### config.mk
export PLATFORM = sky130hd
export DESIGN_NAME = regfile_write_arbiter
export DESIGN_NICKNAME = d
export VERILOG_FILES = /design/src/rtl/regfile_write_arbiter.sv
export SDC_FILE = /design/constraint.sdc
export NUM_CORES = 1
export LEC_CHECK = 0
export CORE_AREA = 2 2 137 139
export DETAILED_ROUTE_END_ITERATION = 10
export DIE_AREA = 0 0 139 141
export PLACE_DENSITY = 0.64
export SLEW_MARGIN = 20
export SYNTH_ARGS = -nofsm -noshare
export SYNTH_HDL_FRONTEND = slang
export SYNTH_SLANG_ARGS = --single-unit
### constraint.sdc
create_clock -name clk -period 6.1 [get_ports clk]
set_clock_uncertainty 0.15 [all_clocks]
set_input_delay 1.83 -clock clk [delete_from_list [all_inputs] [get_ports clk]]
set_output_delay 1.83 -clock clk [all_outputs]
set_load 0.01 [all_outputs]
### src/rtl/regfile_write_arbiter.sv
// regfile_write_arbiter
// Shares the single write port of an 8-entry register file between four
// requesters. Each cycle at most one request is granted (one-hot, combinational).
// The winning address and data are registered, and the eight one-hot row
// enables are decoded from the registered address.
// Optional feature macro: RR_ARB_EN. When it is defined, arbitration is
// round-robin using a 2-bit priority pointer. When it is undefined (the default),
// arbitration is fixed priority with requester 0 highest and no pointer is built.
module regfile_write_arbiter #(
  parameter int unsigned DATA_W = 64
) (
  input  logic                clk,
  input  logic                reset,
  input  logic [3:0]          req,
  input  logic [11:0]         req_addr,
  input  logic [4*DATA_W-1:0] req_data,
  output logic [3:0]          grant,
  input  logic                wr_stall,
  output logic                wr_en,
  output logic [2:0]          wr_addr,
  output logic [7:0]          wr_sel,
  output logic [DATA_W-1:0]   wr_data
);

  localparam int unsigned N_REQ = 4;

  logic [2:0]        addr_arr [N_REQ];
  logic [DATA_W-1:0] data_arr [N_REQ];
  logic [1:0]        win;
  logic              any_req;
  logic              accept;

  // Split the packed request buses into per-requester entries
  always_comb begin
    for (int unsigned i = 0; i < N_REQ; i++) begin
      addr_arr[i] = req_addr[3*i +: 3];
      data_arr[i] = req_data[DATA_W*i +: DATA_W];
    end
  end

`ifdef RR_ARB_EN
  logic [1:0] ptr;
  logic [1:0] idx;

  // Round-robin search starting at ptr, wrapping mod 4; first asserted req wins
  always_comb begin
    win     = '0;
    any_req = 1'b0;
    idx     = '0;
    for (int unsigned k = 0; k < N_REQ; k++) begin
      idx = ptr + 2'(k);
      if (!any_req && req[idx]) begin
        any_req = 1'b1;
        win     = idx;
      end
    end
  end

  // Priority pointer advances past the winner only on an accepted grant
  always_ff @(posedge clk) begin
    if (reset) begin
      ptr <= '0;
    end else if (accept) begin
      ptr <= win + 2'd1;
    end
  end
`else
  // Fixed priority: lowest-numbered asserted request wins
  always_comb begin
    win     = '0;
    any_req = 1'b0;
    for (int unsigned k = 0; k < N_REQ; k++) begin
      if (!any_req && req[k]) begin
        any_req = 1'b1;
        win     = 2'(k);
      end
    end
  end
`endif

  // Grant is suppressed during reset and stall; it never depends on addr/data
  always_comb begin
    accept = any_req && !reset && !wr_stall;
    grant  = '0;
    if (accept) begin
      grant[win] = 1'b1;
    end
  end

  // Output register: a stall freezes everything so a pending write stays presented
  always_ff @(posedge clk) begin
    if (reset) begin
      wr_en   <= 1'b0;
      wr_addr <= '0;
      wr_data <= '0;
    end else if (!wr_stall) begin
      wr_en <= accept;
      if (accept) begin
        wr_addr <= addr_arr[win];
        wr_data <= data_arr[win];
      end
    end
  end

  // Row enable decode from the registered write valid and address
  always_comb begin
    wr_sel = '0;
    if (wr_en) begin
      wr_sel[wr_addr] = 1'b1;
    end
  end

  // Structural invariants of the outputs
  a_grant_onehot0 : assert property (@(posedge clk) $onehot0(grant));
  a_sel_onehot0   : assert property (@(posedge clk) $onehot0(wr_sel));
  a_no_grant_stall: assert property (@(posedge clk) (wr_stall || reset) |-> (grant == 4'b0000));

endmodule
== After elaboration in Yosys (flattened, before gate mapping) ==
Cells that the tools add are included.

* Reduce and logical (&&, ||, !) cells: 13
* Magnitude comparators: 5
* Muxes and demuxes: 19
* Bitwise logic cells: 2

{| class="wikitable"
|+ Operators with widths
! cell !! count
|-
| $bmux 64 s2 || 1
|-
| $mux 64 || 2
|-
| $mux 8 || 1
|-
| $logic_and 1x1->1 || 7
|-
| $mux 1 || 7
|-
| $bmux 3 s2 || 1
|-
| $mux 3 || 2
|-
| $logic_not 1->1 || 5
|-
| $lt 3x4->1 const B || 1
|-
| $mux 2 || 2
|-
| $mux 4 || 1
|-
| $demux 1 s3 || 1
|-
| $ge 3x1->1 const B || 1
|-
| $ge 3x3->1 const B || 1
|-
| $lt 2x3->1 const B || 1
|-
| $not 2->3 || 1
|-
| $demux 1 s2 || 1
|-
| $ge 2x1->1 const B || 1
|-
| $reduce_and 2->1 || 1
|-
| $not 1->1 || 1
|}

* Flip-flop bits (word level): 68
* Input port bits: 275
* Word-level logic and storage cells: 42

== Longest topological paths before layout ==
Gate-level depths: netlist (run 1).

* Depth in word-level cells: 15
* Depth in mapped cells: 8
* Gate-level depth less buffers: 3

== Worst setup path before layout (run 1) ==
No wires, ideal clock.

* Path kind: input -> output
* Start: input port req[1]
* End: output port grant[3]
* Stages: 5
* Slack: 1.204 ns
* Required time: 4.120 ns
* Data arrival time: 2.916 ns
* Path buffers: 3
* Cell sequence: or2_2 clkbuf_1 buf_2 buf_1 nor3_1

* Longest elaborated chain between the ends: 13
* Elaborated cells between the ends (all ways): 19
* Classes of those cells: order compare: 2; mux: 9; reduce/logical: 8

{| class="wikitable"
|+ Ends and longest elaborated chain
! what !! RTL line !! text
|-
| start: declaration || 14 || <nowiki>input logic [3:0] req,</nowiki>
|-
| $logic_and 1x1->1 (*) || 73 || <nowiki>if (!any_req && req[k]) begin</nowiki>
|-
| $mux 1 || 73 ||
|-
| $logic_not 1->1 || 73 ||
|-
| $logic_and 1x1->1 || 73 ||
|-
| $mux 1 || 73 ||
|-
| $logic_not 1->1 || 73 ||
|-
| $logic_and 1x1->1 || 73 ||
|-
| $mux 2 || 73 ||
|-
| $lt 2x3->1 (not written as such) / $ge 2x1->1 (equally long branches) || 86 || <nowiki>grant[win] = 1'b1;</nowiki>
|-
| $logic_and 1x1->1 (not written as such) || 86 ||
|-
| $mux 1 (not written as such) || 86 ||
|-
| $demux 1 s2 || 86 ||
|-
| $mux 4 (*) || 85 || <nowiki>if (accept) begin</nowiki>
|-
| end: declaration || 17 || <nowiki>output logic [3:0] grant,</nowiki>
|}

Every way passes the cells marked *; elsewhere a longest branch is shown, timed or not.

== Worst setup path in the final report (run 1) ==
* Start: input port wr_stall
* End: output port grant[3]

* Longest elaborated chain between the ends: 3

{| class="wikitable"
|+ Ends and longest elaborated chain
! what !! RTL line !! text
|-
| start: declaration || 18 || <nowiki>input logic wr_stall,</nowiki>
|-
| $logic_not 1->1 || - ||
|-
| $logic_and 1x1->1 || 83 || <nowiki>accept = any_req && !reset && !wr_stall;</nowiki>
|-
| $mux 4 || 85 ||
|}

No other way between the ends.

==> qor.yml, run 1 <==
clock_network:
  root_buffer: "clkbuf_16"
  cts_tree: "built"
  ctsHoldBuffers: 0
  cts.sinks: 68
  post_cts_buffers: 0
  cts-resized-gates: 0
  numCtsBuffers: 9
  htreeDepth: 3
  clock_path_buffers: 2
  clkTransAtPathRegs_ps: 50
  insertion_delay_ps: 330
yosys:
  netlist_area_um2: 5160
  synthesis.nets: 989
  synth_cell_type_count: 20
  yosys-top-cells-area: "dfxtp_1 26%, nand2_1 10%, a21o_1 9.7%, nand3b_1 9.7%, nor2b_1 8.2%"
  yosys_warnings: 0
  yosys.area.top_type: "dfxtp_1"
  yosys_register_bits: 68
  synth_top_area_share: 0.264
  synth_area_per_cell_um2: 7.23
  synth-seq-area-share: 0.264
  synthCells: 714
setup_path:
  required_ps: 4120
  worstPathMaxFanout: 14
  cpMostUsedCell: "clkdlybuf4s50_1"
  start_kind: "input port"
  crit_slowest_cell: "clkdlybuf4s50_1"
  worst_setup_path_end_kind: "output port"
  worstPathCellList: "clkdlybuf4s50_1 > nor2_4 > nand2_1 > nor3_1 > clkdlybuf4s50_1"
  cp.arrival_ps: 3570
  critPathKind: "input port to output port"
  critical-path-max-stage-delay_ps: 580
floorplanning:
  die_area_um2: 19600
  die_x_um: 139
  pin_count: 355
  die_height_um: 141
  start_util: 0.283
  rows: 50
  core-area_um2: 18300
place:
  dp_hpwl_mm: 16.7
  place_congestion: 0.860
  port_buffers: 354
sta:
  finalMaxSlewViolations: 0
  timing.slew.headroom: 0.291
  fin_crit_ps: 5550
  hold_violations: 0
  final-setup-viol-count: 0
  max_freq_mhz: 180
  rsz0062_at_grt: "false"
  final.setup.tns_ps: 0
  fin_crit_sh: 0.909
  worst_slew_pin_slew_ps: 1060
drt:
  routed_wl_mm: 24.8
  drt_iter0_drc: 325
  wire_per_inst_um: 19.8
  drt.antenna.violating_nets: 0
  drc_errors: 0
  via_count: 6484
  drt_pass1_iterations: 5
  via_per_inst: 5.18
power:
  ir_drop_mv: 0.116
  p_leak_nw: 3.11
  powerDensity_nw_per_um2: 178
  total_power_mw: 1.62
layout:
  multi_input_area_um2: 3480
  fillers: 1808
  seqCellArea_um2: 1360
  fin_nets: 1286
  layout-drive-gt1-share: 0.0581
  most-common-layout-cells: "350 x clkdlybuf4s50_1, 139 x nand2_1, 68 x dfxtp_1"
  area_growth_pct: 76.2
  final_common_cell: "clkdlybuf4s50_1"
run_status:
  status: "complete, no violations"
job:
  maxCapViolations: 0
global_routing:
  track_usage: 0.243
  grt_max_degree: 124
  first_global_vias: 6438
  grt_pass1_wl_mm: 37.6
  antenna_found_initial: 2
  grt-ovfl-total: 0
worst_hold_path:
  hold_class: "register to register"
==> flip-flops by register name (all words and copies together), names as in the netlist <==
| signal | count |
|---|---|
| wr_addr | 3 |
| wr_en | 1 |
| wr_data | 64 |
==> power by group <==
part	total [mW]	internal, mW	leakage (nW)	switching [mW]
clock network	0.545	0.338	0.149	0.207
registers	0.518	0.493	0.569	0.0252
logic	0.557	0.330	2.40	0.227
==> final timing paths <==
path,start,to,slack [ps],depth (start not counted)
worst max register to register,wr_addr[1],wr_addr[1],5020,3
worst min-delay path,wr_en,wr_en,450,2
worst max-delay path,wr_stall,grant[3],550,5
worst min register to register,wr_en,wr_en,450,2
==> kinds of logic after synthesis <==
kind of cell	share of synthesized area
AND/OR/NAND/NOR	0.300
AO/OA/AOI/OAI	0.370
buffers and inverters	0.0659
flip-flops	0.264
==> through the flow <==
stage / setup WS [ps] / hold slack, ps / area [um^2] / utilization / std cells
final: 554 / 454 / 9100 / 0.498 / 1252
after global routing: 445 / 503 / 9090 / 0.498 / 1250
after CTS: 516 / 450 / 9090 / 0.498 / 1250
after detailed placement: 540 / 443 / 8790 / 0.481 / 1234
after global placement: 544 / 446 / 8790 / 0.481 / 1234
after floorplan: 1200 / 350 / 5160 / - / 714
==> cell usage after synthesis <==
master and instances:
buf_2 5, a21oi_1 67, buf_1 2, nand2_1 139
a41oi_2 19, clkbuf_1 73, and2_1 3, nand3b_1 67
nand2b_1 3, o21ai_0 67, o21bai_1 1, nor2b_1 68
dfxtp_1 68, nor3_1 4, or2_2 1, a21o_1 67
buf_6 3, nor2_1 8, a41oi_1 48, or4_1 1
==> layer usage <==
layer  routed length [um]  track usage  share of wire
met5                   11            0        0.00044
met4                  474       0.0734          0.019
met3                 2070       0.0656          0.084
met2                11800        0.409           0.48
met1                10400        0.304           0.42
==> final cells by class <==
cell class / count / area share
diodes: 2 / 0.000550
clock buffers: 12 / 0.0282
clock inverters: 4 / 0.00523
multi-input cells: 563 / 0.383
flip-flops and latches: 68 / 0.150
well taps: 234 / 0.0322
repair buffers: 369 / 0.401
==> worst max-delay path, delay by kind of cell <==
| kind | cells | cell delay [ps] |
|---|---|---|
| buf+inv | 2 | 1040 |
| simple gates | 3 | 680 |
Power figures use the tool's default switching activity.
==> inputs of run 2 (changes only) <==
--- a/config.mk
+++ b/config.mk
@@ -9,6 +9,7 @@
 export DETAILED_ROUTE_END_ITERATION = 10
 export DIE_AREA = 0 0 139 141
 export PLACE_DENSITY = 0.64
+export SKIP_LAST_GASP = 1
 export SLEW_MARGIN = 20
 export SYNTH_ARGS = -nofsm -noshare
 export SYNTH_HDL_FRONTEND = slang
==> results of run 2 <==
The final DEF is identical to that of run 1; final timing and power are the same.
